**src/rtl/rf_wb_scheduler_if.sv**
```systemverilog
// rtl/rf_wb_scheduler_if.sv - writeback requester bundle (valid/ready with packed per-requester addr/data)
interface rf_wb_scheduler_if #(
    parameter int NREQ  = 2,
    parameter int ADDR  = 5,
    parameter int WIDTH = 32
);
    logic [NREQ-1:0]       wb_valid;
    logic [NREQ*ADDR-1:0]  wb_addr;
    logic [NREQ*WIDTH-1:0] wb_data;
    logic [NREQ-1:0]       wb_ready;

    modport master (output wb_valid, output wb_addr, output wb_data, input wb_ready);
    modport slave  (input wb_valid, input wb_addr, input wb_data, output wb_ready);
endinterface

```
**src/rtl/rf_wb_scheduler.sv**
```systemverilog
// rtl/rf_wb_scheduler.sv - round-robin regfile write port scheduler with busy scoreboard
module rf_wb_scheduler #(
    parameter int LENGTH = 32,
    parameter int ADDR   = 5,
    parameter int WIDTH  = 32,
    parameter int NREQ   = 2
) (
    input  logic              clk,
    input  logic              reset,
    rf_wb_scheduler_if.slave  wb,
    output logic              write_enable,
    output logic [ADDR-1:0]   write_address,
    output logic [WIDTH-1:0]  write_data,
    input  logic              issue_valid,
    input  logic [ADDR-1:0]   issue_rs1,
    input  logic [ADDR-1:0]   issue_rs2,
    input  logic [ADDR-1:0]   issue_rd,
    output logic              issue_ready,
    output logic [LENGTH-1:0] busy
);
    localparam int RRW = (NREQ > 1) ? $clog2(NREQ) : 1;

    logic [RRW-1:0]    rr_q, rr_d;
    logic              gnt_found;
    logic [RRW-1:0]    gnt_idx;
    logic [ADDR-1:0]   gnt_addr;
    logic [WIDTH-1:0]  gnt_data;
    logic [NREQ-1:0]   ready_c;

    logic              we_q, we_d;
    logic [ADDR-1:0]   waddr_q, waddr_d;
    logic [WIDTH-1:0]  wdata_q, wdata_d;
    logic [LENGTH-1:0] busy_q, busy_d;
    logic              hazard;

    // Two passes give the wrap-around search: indices at/after rr first, then those below it.
    always_comb begin
        gnt_found = 1'b0;
        gnt_idx   = '0;
        gnt_addr  = '0;
        gnt_data  = '0;
        ready_c   = '0;
        for (int j = 0; j < NREQ; j++) begin
            if (!gnt_found && wb.wb_valid[j] && (j >= int'(rr_q))) begin
                gnt_found = 1'b1;
                gnt_idx   = j[RRW-1:0];
                gnt_addr  = wb.wb_addr[j*ADDR +: ADDR];
                gnt_data  = wb.wb_data[j*WIDTH +: WIDTH];
            end
        end
        for (int j = 0; j < NREQ; j++) begin
            if (!gnt_found && wb.wb_valid[j] && (j < int'(rr_q))) begin
                gnt_found = 1'b1;
                gnt_idx   = j[RRW-1:0];
                gnt_addr  = wb.wb_addr[j*ADDR +: ADDR];
                gnt_data  = wb.wb_data[j*WIDTH +: WIDTH];
            end
        end
        if (gnt_found) begin
            ready_c[gnt_idx] = 1'b1;
        end
    end

    assign wb.wb_ready = ready_c;

    always_comb begin
        rr_d    = rr_q;
        we_d    = gnt_found && (gnt_addr != '0);
        waddr_d = waddr_q;
        wdata_d = wdata_q;
        if (gnt_found) begin
            rr_d    = (gnt_idx == RRW'(NREQ - 1)) ? '0 : gnt_idx + 1'b1;
            waddr_d = gnt_addr;
            wdata_d = gnt_data;
        end
    end

    // No bypass: a register stays busy until its registered write has committed.
    assign hazard = ((issue_rs1 != '0) && busy_q[issue_rs1])
                 || ((issue_rs2 != '0) && busy_q[issue_rs2])
                 || ((issue_rd  != '0) && busy_q[issue_rd]);
    assign issue_ready = !hazard;

    always_comb begin
        busy_d = busy_q;
        if (we_q) begin
            busy_d[waddr_q] = 1'b0;
        end
        if (issue_valid && issue_ready && (issue_rd != '0)) begin
            busy_d[issue_rd] = 1'b1;
        end
        busy_d[0] = 1'b0;
    end

    always_ff @(posedge clk or negedge reset) begin
        if (!reset) begin
            rr_q    <= '0;
            we_q    <= 1'b0;
            waddr_q <= '0;
            wdata_q <= '0;
            busy_q  <= '0;
        end else begin
            rr_q    <= rr_d;
            we_q    <= we_d;
            waddr_q <= waddr_d;
            wdata_q <= wdata_d;
            busy_q  <= busy_d;
        end
    end

    assign write_enable  = we_q;
    assign write_address = waddr_q;
    assign write_data    = wdata_q;
    assign busy          = busy_q;
endmodule

```
**src/flat_wrapper.sv**
```systemverilog
// flat-port wrapper written by rule: the top's interface ports become plain ports
module rf_wb_scheduler_flat 
#(
    parameter int LENGTH = 32,
    parameter int ADDR   = 5,
    parameter int WIDTH  = 32,
    parameter int NREQ   = 2
)
  (clk, reset, write_enable, write_address, write_data, issue_valid, issue_rs1, issue_rs2, issue_rd, issue_ready, busy, wb_wb_valid, wb_wb_addr, wb_wb_data, wb_wb_ready);
  rf_wb_scheduler_if #(.NREQ(NREQ), .ADDR(ADDR), .WIDTH(WIDTH)) wb_i ();
  input  logic clk;
  input  logic reset;
  output logic write_enable;
  output logic [ADDR-1:0] write_address;
  output logic [WIDTH-1:0] write_data;
  input  logic issue_valid;
  input  logic [ADDR-1:0] issue_rs1;
  input  logic [ADDR-1:0] issue_rs2;
  input  logic [ADDR-1:0] issue_rd;
  output logic issue_ready;
  output logic [LENGTH-1:0] busy;
  input wire logic [$bits(wb_i.wb_valid)-1:0] wb_wb_valid;
  input wire logic [$bits(wb_i.wb_addr)-1:0] wb_wb_addr;
  input wire logic [$bits(wb_i.wb_data)-1:0] wb_wb_data;
  output wire logic [$bits(wb_i.wb_ready)-1:0] wb_wb_ready;
  assign wb_i.wb_valid = wb_wb_valid;
  assign wb_i.wb_addr = wb_wb_addr;
  assign wb_i.wb_data = wb_wb_data;
  assign wb_wb_ready = wb_i.wb_ready;
  rf_wb_scheduler #(.LENGTH(LENGTH), .ADDR(ADDR), .WIDTH(WIDTH), .NREQ(NREQ)) u_core (.clk(clk), .reset(reset), .wb(wb_i), .write_enable(write_enable), .write_address(write_address), .write_data(write_data), .issue_valid(issue_valid), .issue_rs1(issue_rs1), .issue_rs2(issue_rs2), .issue_rd(issue_rd), .issue_ready(issue_ready), .busy(busy));
endmodule
```
**config.mk**
```make
export PLATFORM = sky130hd
export DESIGN_NAME = rf_wb_scheduler_flat
export DESIGN_NICKNAME = d
export VERILOG_FILES = /design/src/rtl/rf_wb_scheduler_if.sv /design/src/rtl/rf_wb_scheduler.sv /design/src/flat_wrapper.sv
export SDC_FILE = /design/constraint.sdc
export NUM_CORES = 1
export LEC_CHECK = 0
export ABC_AREA = 1
export ABC_CLOCK_PERIOD_IN_PS = 4660
export CORE_UTILIZATION = 36
export CTS_BUF_LIST = sky130_fd_sc_hd__clkbuf_8
export DETAILED_ROUTE_END_ITERATION = 16
export PLACE_DENSITY_LB_ADDON = 0.12
export SLEW_MARGIN = 25
export SYNTH_ARGS = -nofsm -noshare
export SYNTH_HDL_FRONTEND = slang
export SYNTH_SLANG_ARGS = --single-unit
```
**constraint.sdc**
```tcl
create_clock -name clk -period 4.66 [get_ports clk]
set_input_delay 1.165 -clock clk [delete_from_list [all_inputs] [get_ports clk]]
set_output_delay 1.165 -clock clk [all_outputs]
set_load 0.05 [all_outputs]
```
==> flow_summary.json <==
{
  "status": "complete, no violations",
  "rows": 40,
  "crit_family": "buffers and inverters",
  "drv_cap": 0,
  "slowest_stage": "clkdlybuf4s50_1",
  "via_per_inst": 5.32,
  "wirelength_met1_microns": 6390,
  "h-tree-depth": 3,
  "ys_ff_latch": 70,
  "die_h_microns": 113,
  "ys_top_cells_by_count": "207 x nand2_1, 104 x nand3_1, 70 x dfrtp_1",
  "drc": 0,
  "path_common_cell": "nand2_1",
  "yosysMostFrequentCell": "nand2_1",
  "dr.pass1.iters": 6,
  "grt_setup_unrepaired": "false",
  "core_sq_um": 12000,
  "clock_power_share_pct": 13.4,
  "drtIter0Drc": 442,
  "peakVddDrop_uv": 234,
  "n_fill_cell": 1177,
  "slowest_delay_ps": 890,
  "gp_congestion": 0.973,
  "async_reset_ff_share_pct": 100,
  "post-dp-hpwl_microns": 11300,
  "nets": 890,
  "drive_gt1_share_pct": 5.99,
  "highest_layer": "met4",
  "yosys.area.top_type_share_pct": 39.8,
  "overflow": 0,
  "yosys-top-cells-area": "dfrtp_1 40%, nand2_1 18%, nand3_1 12%",
  "holdCritPathClass": "reg -> reg",
  "finalHoldWorstSlack_ps": 518,
  "ctsHoldBuffers": 0,
  "tns_ps": 0,
  "relSlewSlack_pct": 40.5,
  "clock-root-buffer": "clkbuf_8",
  "setup_violations": 0,
  "numPortBuffers": 165,
  "syn_to_final_growth_pct": 43.0,
  "gr-usage-all-layers_pct": 25.2,
  "routed-wl-met2_microns": 7320,
  "wire_per_inst_microns": 16.5,
  "ys_warn_count": 0,
  "crit_chain": "clkdlybuf4s50_1, inv_4, nand2_1, nand2_1, nand2_1, nand3_1, nand3_1, nand2_1, nand2_1, nand2_2, nor2_8, and2_1, buf_4",
  "seq_area_sq_um": 1750,
  "clock_path_buffers": 2,
  "grt_max_degree": 47,
  "min_period_ps": 4440,
  "ant_nets": 0,
  "ys.flop_type": "dfrtp_1",
  "multi_input_area_sq_um": 2230,
  "fp.dieW_microns": 113,
  "drv_slew": 0,
  "p_switching_mw": 1.83,
  "routed_wl_microns": 15700,
  "crit_path_end_kind": "primary output",
  "clock-sinks": 70,
  "tightestPinTransition_ps": 891,
  "path_max_fanout": 15,
  "critical_path_buf_inv_count": 3,
  "synthDistinctLibCells": 29,
  "reg2reg_slack_ps": 2770,
  "cp.arrival_ps": 3270,
  "netlist_instances": 641,
  "ioPinCount": 167,
  "startpoint_type": "input port",
  "synth_area_leader_cell": "dfrtp_1",
  "leakagePower_nw": 2.87,
  "cts.reportedPaths.clkPinSlew_ps": 70,
  "worstSkewPairLatency_ps": 360,
  "power_mw": 3.51,
  "cts_tree": "done",
  "finClkSkew_ps": 13.1,
  "grt_pass1_wl_microns": 25000,
  "die-area_sq_um": 12700,
  "antenna_found_initial": 0,
  "cp.required_ps": 3490,
  "cts_resized": 0,
  "syn_nets": 735,
  "initial_utilization_pct": 36.8,
  "seqPwrFrac_pct": 31.7,
  "dp.cells": 932,
  "avgSynthCellArea_sq_um": 6.87,
  "synth.cell_area_sq_um": 4400,
  "fin_cells": 948,
  "num_vias": 5043,
  "powerDensity_nw_per_um2": 557,
  "diodes": 0,
  "cts_inserted_buffers": 9,
  "power_switching_share_pct": 52.3,
  "crit_type": "in -> out",
  "max_freq_mhz": 225,
  "finalHoldViolCount": 0,
  "post-route-period-util_pct": 95.2,
  "synth_edf_count": 0,
  "ys_seq_area_share_pct": 39.8,
  "combinationalPowerShare_pct": 54.9,
  "cts_setup_buffers": 0,
  "p_int_mw": 1.67,
  "wl_met3_microns": 1360,
  "grt_pass1_vias": 4930
}
-- worst register-to-register path, delay by kind of cell (launching register included) --
kind	cells	cell delay, ps
buffers and inverters	3	510
DFF	1	420
and+or+nand+nor	11	910
-- placed cells by master (no fill, tap or decap), drive strengths merged --
master	synthesis	layout
bufinv	0	1
a21oi	7	7
inv	57	59
nor2	53	53
and2	1	1
o211ai	4	4
dfrtp	70	70
or2	1	1
nand3	104	104
conb	1	1
clkbuf	10	9
clkdlybuf4s50	0	161
nand2	210	210
a31oi	1	1
a22oi	1	1
nor3	9	9
buf	21	14
a22o	5	5
clkinv	0	4
o21bai	3	3
o21ai	45	45
nand4	38	38
-- final cells by class --
cell class                 instances  area share, %
inverter                          57           3.44
clock buffer                       9           1.97
tap                              147           2.92
sequential                        70           27.8
multi-input combinational        483           35.5
timing repair buffer             175           27.5
clock inverter                     7          0.914
-- metal layers --
layer  track usage (%)  vias up
li1                  -     2418
met3              6.32       52
met5                 0        -
met4              13.3        0
met2              41.8      255
met1              30.2     2318
-- power groups by stage --
stage	clock network [mW]	registers, mW	logic, mW
3_3_place_gp	0	1.10	1.91
3_5_place_dp	0	1.11	1.92
2_1_floorplan	0	1.69	0.569
5_1_grt	0.512	1.13	2.05
4_1_cts	0.484	1.10	1.93
6_report	0.470	1.11	1.92
-- stage by stage --
stage | area [sq um] | setup slack [ps] | utilization (%)
final | 6290 | 225 | 52.6
after global placement | 6110 | 336 | 51.1
after CTS | 6290 | 260 | 52.6
after global routing | 6290 | 75.7 | 52.6
after detailed placement | 6110 | 275 | 51.1
after floorplan | 4400 | 1050 | -
-- cell families after synthesis --
logic type,count (synthesis),share of synthesized area [%]
DFF,70,39.8
AOI/OAI and AO/OA,66,8.67
other,1,0.0852
and+or+nand+nor,416,41.9
buffers and inverters,88,9.58
-- flip-flops by register name (all words and copies together), names as in the netlist --
| name | cells |
|---|---|
| u_core.write_address | 5 |
| u_core.write_data | 32 |
| u_core.rr_q | 1 |
| u_core.busy | 31 |
| u_core.write_enable | 1 |
-- worst paths after layout --
check,startpoint,to,cells after the start
setup / recovery,issue_rs2[0],issue_ready,13
hold / removal,u_core.rr_q$_DFFE_PN0P_,u_core.rr_q$_DFFE_PN0P_,2
setup reg to reg,u_core.busy[23]$_DFF_PN0_,u_core.busy[7]$_DFF_PN0_,14
hold reg to reg,u_core.rr_q$_DFFE_PN0P_,u_core.rr_q$_DFFE_PN0P_,2
max in group asynchronous,reset,u_core.write_data[10]$_DFFE_PN0P_,2
min in group asynchronous,reset,u_core.busy[31]$_DFF_PN0_,1
(Power assumes the default switching activity.)
